File: src/rtl/count_key_pkg.sv
// Shared widths, state/grant encodings and the double-dabble nibble adjust
// for the key-driven counter and its BCD sequencer.
package count_key_pkg;

  localparam int CNT_W_DEF     = 10;
  localparam int MAX_COUNT_DEF = 1000;

  typedef enum logic [1:0] {IDLE, LOAD, SHIFT, DONE} conv_state_t;
  typedef enum logic [1:0] {G_NONE, G_UP, G_DN} grant_t;

  // Add 3 to every BCD nibble >= 5 so the following left shift carries correctly.
  function automatic logic [15:0] dd_adjust(input logic [15:0] s);
    logic [15:0] r;
    r = s;
    for (int i = 0; i < 4; i++) begin
      if (s[i*4 +: 4] >= 4'd5) r[i*4 +: 4] = s[i*4 +: 4] + 4'd3;
    end
    return r;
  endfunction

endpackage

File: src/rtl/key_repeat.sv
// Active-low key to request pulses: one on the press edge, then hold/auto-repeat
// timed by a single down-counter that is reloaded at each terminal count.
module key_repeat #(
  parameter int HOLD_CYC   = 25_000_000,
  parameter int REPEAT_CYC = 5_000_000
) (
  input  logic clk,
  input  logic reset,
  input  logic key,
  output logic req
);

  localparam int HW = $clog2((HOLD_CYC > REPEAT_CYC) ? HOLD_CYC : REPEAT_CYC) + 1;

  logic          prev;
  logic [HW-1:0] hold_cnt;

  // The counter only runs while prev==0, which can only follow a detected press.
  always_ff @(posedge clk) begin
    if (reset) begin
      prev     <= 1'b1;
      hold_cnt <= '0;
      req      <= 1'b0;
    end else begin
      prev <= key;
      req  <= 1'b0;
      if (key) begin
        hold_cnt <= '0;
      end else if (prev) begin
        req      <= 1'b1;
        hold_cnt <= HW'(HOLD_CYC - 1);
      end else if (hold_cnt == '0) begin
        req      <= 1'b1;
        hold_cnt <= HW'(REPEAT_CYC - 1);
      end else begin
        hold_cnt <= hold_cnt - 1'b1;
      end
    end
  end

endmodule

File: src/rtl/count_key_sched.sv
// Saturating up/down counter shared by two key requesters with round-robin
// arbitration, plus a sequential double-dabble converter to four BCD digits.
//   state | meaning
//   IDLE  | outputs current, waiting for a count change
//   LOAD  | snapshot count, clear scratch
//   SHIFT | adjust + shift one bit per cycle, CNT_W cycles
//   DONE  | publish digits, pulse bcd_valid; restart if count moved meanwhile
module count_key_sched
  import count_key_pkg::*;
#(
  parameter int CNT_W      = CNT_W_DEF,
  parameter int MAX_COUNT  = MAX_COUNT_DEF,
  parameter int HOLD_CYC   = 25_000_000,
  parameter int REPEAT_CYC = 5_000_000
) (
  input  logic             clk,
  input  logic             reset,
  input  logic             key_up,
  input  logic             key_dn,
  input  logic             en,
  output logic [CNT_W-1:0] count,
  output logic [3:0]       bcd0,
  output logic [3:0]       bcd1,
  output logic [3:0]       bcd2,
  output logic [3:0]       bcd3,
  output logic             bcd_valid,
  output logic             busy
);

  localparam int BW = $clog2(CNT_W + 1);

  logic req_up, req_dn;
  logic pend_up, pend_dn;
  logic rr_dn;
  logic cand_up, cand_dn;
  logic upd_up, upd_dn, upd;
  grant_t grant;

  conv_state_t      state;
  logic             dirty;
  logic [CNT_W-1:0] shreg;
  logic [15:0]      scratch;
  logic [15:0]      adj;
  logic [BW-1:0]    bit_cnt;

  key_repeat #(.HOLD_CYC(HOLD_CYC), .REPEAT_CYC(REPEAT_CYC)) u_key_up (
    .clk(clk), .reset(reset), .key(key_up), .req(req_up)
  );

  key_repeat #(.HOLD_CYC(HOLD_CYC), .REPEAT_CYC(REPEAT_CYC)) u_key_dn (
    .clk(clk), .reset(reset), .key(key_dn), .req(req_dn)
  );

  // A pending side always wins a collision; otherwise take the side rr did not last grant.
  always_comb begin
    cand_up = en & (pend_up | req_up);
    cand_dn = en & (pend_dn | req_dn);
    grant   = G_NONE;
    if (cand_up && cand_dn) begin
      if (pend_up)     grant = G_UP;
      else if (pend_dn) grant = G_DN;
      else if (rr_dn)   grant = G_UP;
      else              grant = G_DN;
    end else if (cand_up) begin
      grant = G_UP;
    end else if (cand_dn) begin
      grant = G_DN;
    end
    upd_up = (grant == G_UP) && (count != CNT_W'(MAX_COUNT));
    upd_dn = (grant == G_DN) && (count != '0);
    upd    = upd_up | upd_dn;
  end

  always_ff @(posedge clk) begin
    if (reset) begin
      pend_up <= 1'b0;
      pend_dn <= 1'b0;
      rr_dn   <= 1'b0;
      count   <= '0;
    end else begin
      if (!en) begin
        pend_up <= 1'b0;
        pend_dn <= 1'b0;
      end else if (grant == G_UP) begin
        rr_dn   <= 1'b0;
        pend_up <= 1'b0;
        if (cand_dn) pend_dn <= 1'b1;
      end else if (grant == G_DN) begin
        rr_dn   <= 1'b1;
        pend_dn <= 1'b0;
        if (cand_up) pend_up <= 1'b1;
      end
      if (upd_up)      count <= count + 1'b1;
      else if (upd_dn) count <= count - 1'b1;
    end
  end

  assign adj  = dd_adjust(scratch);
  assign busy = (state == LOAD) || (state == SHIFT);

  always_ff @(posedge clk) begin
    if (reset) begin
      state     <= IDLE;
      dirty     <= 1'b0;
      shreg     <= '0;
      scratch   <= '0;
      bit_cnt   <= '0;
      bcd0      <= '0;
      bcd1      <= '0;
      bcd2      <= '0;
      bcd3      <= '0;
      bcd_valid <= 1'b0;
    end else begin
      bcd_valid <= 1'b0;
      if (upd && state != IDLE) dirty <= 1'b1;
      case (state)
        IDLE: if (upd) state <= LOAD;
        LOAD: begin
          shreg   <= count;
          scratch <= '0;
          bit_cnt <= BW'(CNT_W - 1);
          state   <= SHIFT;
        end
        SHIFT: begin
          scratch <= {adj[14:0], shreg[CNT_W-1]};
          shreg   <= {shreg[CNT_W-2:0], 1'b0};
          if (bit_cnt == '0) state <= DONE;
          else               bit_cnt <= bit_cnt - 1'b1;
        end
        DONE: begin
          bcd0      <= scratch[3:0];
          bcd1      <= scratch[7:4];
          bcd2      <= scratch[11:8];
          bcd3      <= scratch[15:12];
          bcd_valid <= 1'b1;
          // A change seen during this conversion (or right now) needs a fresh snapshot.
          if (dirty || upd) begin
            state <= LOAD;
            dirty <= 1'b0;
          end else begin
            state <= IDLE;
          end
        end
        default: state <= IDLE;
      endcase
    end
  end

endmodule

File: config.mk
export PLATFORM = sky130hd
export DESIGN_NAME = count_key_sched
export DESIGN_NICKNAME = d
export VERILOG_FILES = /design/src/rtl/count_key_pkg.sv /design/src/rtl/key_repeat.sv /design/src/rtl/count_key_sched.sv
export SDC_FILE = /design/constraint.sdc
export NUM_CORES = 1
export LEC_CHECK = 0
export ABC_AREA = 1
export CAP_MARGIN = 20
export CORE_UTILIZATION = 60
export DETAILED_ROUTE_END_ITERATION = 10
export PLACE_DENSITY = 0.8
export SLEW_MARGIN = 20
export SYNTH_ARGS = -nofsm -noshare
export SYNTH_HDL_FRONTEND = slang
export SYNTH_SLANG_ARGS = --single-unit
File: constraint.sdc
create_clock -name clk -period 3.4 [get_ports clk]
set_clock_uncertainty 0.2 [all_clocks]
set_input_delay 0.51 -clock clk [delete_from_list [all_inputs] [get_ports clk]]
set_output_delay 0.51 -clock clk [all_outputs]
set_load 0.005 [all_outputs]
==> results of run 1 <==
## layout make-up
type                            instances  area, um^2
Sequential cell                       119        2380
Tap cell                              133         166
Multi-Input combinational cell        597        3240
Clock inverter                          5        75.1
Inverter                              112         420
Timing Repair Buffer                   39         373
Fill cell                             736        2740
Clock buffer                           22         463
## metal layers
| layer | global-route usage [%] | wire (um) |
|---|---|---|
| met1 | 31.6 | 5970 |
| met2 | 48.8 | 6920 |
| met3 | 6.71 | 584 |
| met4 | 10.3 | 218 |
| met5 | 0 | 0 |
## final timing paths
path	start	endpoint	slack (ps)	cells past startpoint
worst min-delay path	u_key_dn.hold_cnt[0]	u_key_dn.hold_cnt[0]	240	1
worst max register to register	pend_up	count[9]	500	16
worst max-delay path	state[0]	busy	340	3
worst min register to register	u_key_dn.hold_cnt[0]	u_key_dn.hold_cnt[0]	240	1
## cell families (layout without fill, tap and decap cells)
logic type | after synthesis | after routing | share of synthesized area [%]
AND/OR/NAND/NOR | 362 | 362 | 27.1
XOR/XNOR | 27 | 27 | 3.85
adder cells (fa/ha/maj) | 29 | 29 | 6.03
flip-flops | 119 | 119 | 38.8
buffers and inverters | 132 | 178 | 8.37
AO/OA/AOI/OAI | 179 | 179 | 15.9
## stage by stage
step / power, mW / setup slack, ps / TNS, ps / utilization [%] / cells
6_report: 4.29 / 342 / 0 / 72.2 / 1027
5_1_grt: 4.53 / 138 / 0 / 72.2 / 1027
4_1_cts: 4.30 / 331 / 0 / 72.2 / 1027
3_5_place_dp: 2.64 / -15.1 / -15.1 / 66.8 / 1000
3_3_place_gp: 2.59 / 97.2 / 0 / 66.8 / 1000
2_1_floorplan: 2.40 / 665 / 0 / - / 848
## placed cells by master, fill, tap and decap left out, types with 2 or more instances in the layout
cell and n:
a21o_1 2, or2_1 2, nor2_1 93, nor2_4 5
dfxtp_1 119, buf_4 7, a21oi_1 79, nor3_4 2
nand2_2 7, clkbuf_16 16, nor3_1 9, nand4_1 14
ha_1 28, clkbuf_8 4, clkinv_2 3, o21ai_1 10
nor2_2 13, nand2_1 136, or2_2 4, inv_1 105
o21a_1 3, clkdlybuf4s50_1 32, o21ai_0 56, o211ai_1 14
a22oi_1 3, inv_2 5, bufinv_16 2, xor2_1 15
clkbuf_1 2, nand3b_1 4, a31oi_1 6, xnor2_1 12
or2_0 2, nand3_1 65, clkinv_1 2
## state kept, by name, indices dropped and copies added (netlist names), 2 cells and up
register           count
bcd1                   4
u_key_up.hold_cnt     26
bcd2                   4
u_key_dn.hold_cnt     26
bcd3                   4
scratch               16
state                  2
bit_cnt                4
shreg                 10
bcd0                   4
count                 10
## where the power goes
group,switching (mW),internal [mW]
Combinational,0.637,0.384
Sequential,0.102,1.51
Clock,0.586,1.07
Total,1.33,2.97
==> run metrics, run 1 <==
CTS tree=done; CORE AREA=between 9000 and 10000 um^2; Post-Route WL=~14000 um; Layout area overhead=16.0%; most numerous cell in the Yosys netlist=nand2_1; first-pass GRT wire length=roughly 23000 um; All-Layer GR Usage=between 20 and 30%; CTS clk-pin slew, worst paths=50 ps; number of enable flip-flop cells after synthesis=0; class of the worst hold path=reg2reg; worst path arrival time=approximately 2400 ps; sequential-to-total area share from yosys stat=38.8%; antenna violations before repair=0; # diodes=0; Via Count=about 5600; Syn Nets=a little under 900; CTS Sinks=about 120; Routed WL per cell=13.3 um; # Post-CTS Setup Buffers=0; endpoints failing setup=0; post-CTS resize count=0; IO Count=33; Routed Antenna Nets=0; Area after DPL=~6600 um^2; Power per Cell Area=between 600 and 700 nW/um^2; asr flop ratio synth=0%; max cap viols=0; layout cell share with drive strength beyond 1=8.05%; final std cell area, no fill=7120 um^2; DR pass1 iterations=7; WP data required=about 2700 ps; GPL Wtd Cong=around 0.9; yosys warns=0; Crit Path Max Fanout=23; number of global-route vias before repair=5182; die extent in y=about 100 um; CTS Hold Buffers Added=0; critical path class=reg2out; Crit-path slowest cell=ha_1; initial core utilization=roughly 62%; Syn Area/Cell=7.24 um^2; worst skew pair latency=between 500 and 600 ps; Horiz. Die Dim=around 100 um; DRC=0; fin nets=920; DP HPWL=9330 um; initial drt markers=between 200 and 250; CTS buffer count=17; Mapped Area=slightly above 6000 um^2; Pins Over Slew Limit=0; Tcrit/Tclk final=between 80% and 90%; top post-synthesis cells by count=136 x nand2_1, 119 x dfxtp_1, 105 x inv_1; crit end category=output port; Synth area leaders=dfxtp_1 39%, nand2_1 8.3%, a21oi_1 6.4%; Worst slew margin=54.1%; vias per inst=5.50; status=finished, final reports clean; post-synthesis cell type count=44; Yosys top cell area share=38.8%; grt ovf=0; CTS max path bufs=2; site row count=36; critical path, cell by cell=inv_1 -> ha_1 -> clkdlybuf4s50_1; Die Area=10600 um^2; peak supply drop=344 uV; CP Buf/Inv Count=2; Post-Syn Instances=between 800 and 900; clk root buf=clkbuf_8; H-Tree Depth=4; top_reg_cell synth=dfxtp_1; I/O Buffers=32; pin count of the biggest net entering global routing=40; crit-path leading delay family=adder cells; cell accounting for the most synthesized area=dfxtp_1; unrepaired setup endpoints after global routing=no; Max Clk Rate=0.327 GHz; Pleak=3.02 nW; Min Clock Period, post-route=3060 ps; Yosys reg bits=between 100 and 150; Largest stage delay, worst path=around 710 ps; Hold Vio Cnt, Final=0; crit start category=flip-flop; worst hold slack=~240 ps; Tightest Pin Transition=slightly below 700 ps
Power figures use the tool's default switching activity.
==> run 2: changes to the inputs <==
Settings changed: ABC_CLOCK_PERIOD_IN_PS set to 3400, CTS_BUF_LIST set to sky130_fd_sc_hd__clkbuf_16, HOLD_SLACK_MARGIN set to 0.03.
==> run 2 against run 1 <==
  * Critical path depth is 14 higher
  * Wire length is 0.96% lower
  * Die area stayed put
  * Cell count stayed put
  * Cell area is 0.26% lower
  * Global-route usage hardly changed
  * Sequential cell count stayed put
  * Critical endpoint is now count[9]
==> run metrics, run 2 (synthesis gave the netlist of run 1 again) <==
status=finished, final reports clean; setup TNS=0 ps; Power per Cell Area=between 500 and 600 nW/um^2; Max Clk Rate=around 0.32 GHz; # Post-CTS Setup Buffers=0; post-place setup slack=-15.1 ps; Tightest Pin Transition=around 650 ps; Crit-path slowest cell=clkdlybuf4s50_1; CTS Hold Buffers Added=0; DP HPWL=roughly 9300 um; crit end category=flip-flop; Worst slew margin=a little under three fifths; worst path arrival time=~3200 ps; Critical Path Most Common Cell=nand2_1; final std cell area, no fill=~7000 um^2; CORE AREA=9860 um^2; critical path class=in2reg; max cap viols=0; # diodes=0; Die Area=around 11000 um^2; biggest regs=u_key_dn.hold_cnt (26), u_key_up.hold_cnt (26), scratch (16); H-Tree Depth=4; post-CTS resize count=0; CP Buf/Inv Count=3; layout cell share with drive strength beyond 1=under 10%; antenna violations before repair=0; Crit Path Max Fanout=10; DRC=0; site row count=36; Horiz. Die Dim=~100 um; Post-Route WL=roughly 14000 um; most frequent cells in the layout=136 x nand2_1, 119 x dfxtp_1, 107 x inv_1; Tcrit/Tclk final=approximately 92%; crit-path leading delay family=simple AND/OR/NAND/NOR gates; die extent in y=103 um; Routed WL per cell=~13 um; worst skew pair latency=just over 400 ps; Pleak=3.02 nW; I/O Buffers=32; Via Count=5616; first-pass GRT wire length=between 20000 and 25000 um; CTS max path bufs=2; unrepaired setup endpoints after global routing=no; CTS tree=done; number of global-route vias before repair=5192; Layout area overhead=15.7%; fin nets=~900; critical path, cell by cell=clkdlybuf4s50_1 -> o21ai_0 -> o21ai_0 -> ha_1 -> nand2_1 -> ha_1 -> nand2_1 -> nor2_1 -> inv_1 -> nor2_1 -> nand2_1 -> nand3_1 -> inv_1 -> nand2_1 -> nand3_1 -> nand2_1 -> nor2_1; Min Clock Period, post-route=a little over 3000 ps; class of the worst hold path=reg2reg; Fillers=approximately 740; Routed Antenna Nets=0; grt ovf=0; Pins Over Slew Limit=0; vias per inst=between 5 and 6; final setup margin=283 ps; Hold Vio Cnt, Final=0; peak supply drop=338 uV; CTS Sinks=between 100 and 150; CTS buffer count=17; Area after DPL=6590 um^2; CTS clk-pin slew, worst paths=50 ps; DR pass1 iterations=4; IO Count=33; initial drt markers=between 200 and 250; commonest non-fill, non-tap cell in the layout=nand2_1; clk root buf=clkbuf_16; initial core utilization=between 60% and 70%; All-Layer GR Usage=around 27%; crit start category=input pin; endpoints failing setup=0; Largest stage delay, worst path=roughly 490 ps; pin count of the biggest net entering global routing=40; GPL Wtd Cong=between 0.9 and 1; WP data required=approximately 3500 ps
-- run 2: area by class of cell --
| class | count | area [um^2] | area share [%] |
|---|---|---|---|
| tap | 133 | 166 | 2.34 |
| clock inverter | 10 | 93.8 | 1.32 |
| timing repair buffer | 39 | 373 | 5.25 |
| multi-input combinational | 597 | 3240 | 45.7 |
| clock buffer | 17 | 425 | 5.99 |
| sequential | 119 | 2380 | 33.5 |
| inverter | 112 | 420 | 5.92 |
-- run 2: stage by stage --
step           utilization [%]  hold WS [ps]  power, mW  std cells
3_3_place_gp              66.8           223       2.59       1000
2_1_floorplan                -           212       2.40        848
6_report                  72.0           242       4.24       1027
5_1_grt                   72.0           250       4.49       1027
4_1_cts                   72.0           242       4.25       1027
3_5_place_dp              66.8           235       2.64       1000
-- run 2: per-layer routing --
metal	GRT usage, %	vias up	share of wire, %
met2	48.3	151	50
li1	-	2862	-
met3	6.71	27	4.5
met1	31.6	2576	44
met4	11.3	0	1.7
met5	0	-	0
-- run 2: path summary, 6_finish.rpt --
kind                        start                    to  slack (ps)  depth (start not counted)
max reg2reg               pend_dn              count[6]         510                         15
max                            en              count[9]         280                         17
min          u_key_dn.hold_cnt[0]  u_key_dn.hold_cnt[0]         240                          1
min reg2reg  u_key_dn.hold_cnt[0]  u_key_dn.hold_cnt[0]         240                          1
-- run 2: power by group --
part           internal, mW  total [mW]  switching (mW)
Clock                  1.03        1.61           0.578
Sequential             1.51        1.61           0.101
Combinational         0.384        1.02           0.637
Total                  2.93        4.24            1.32
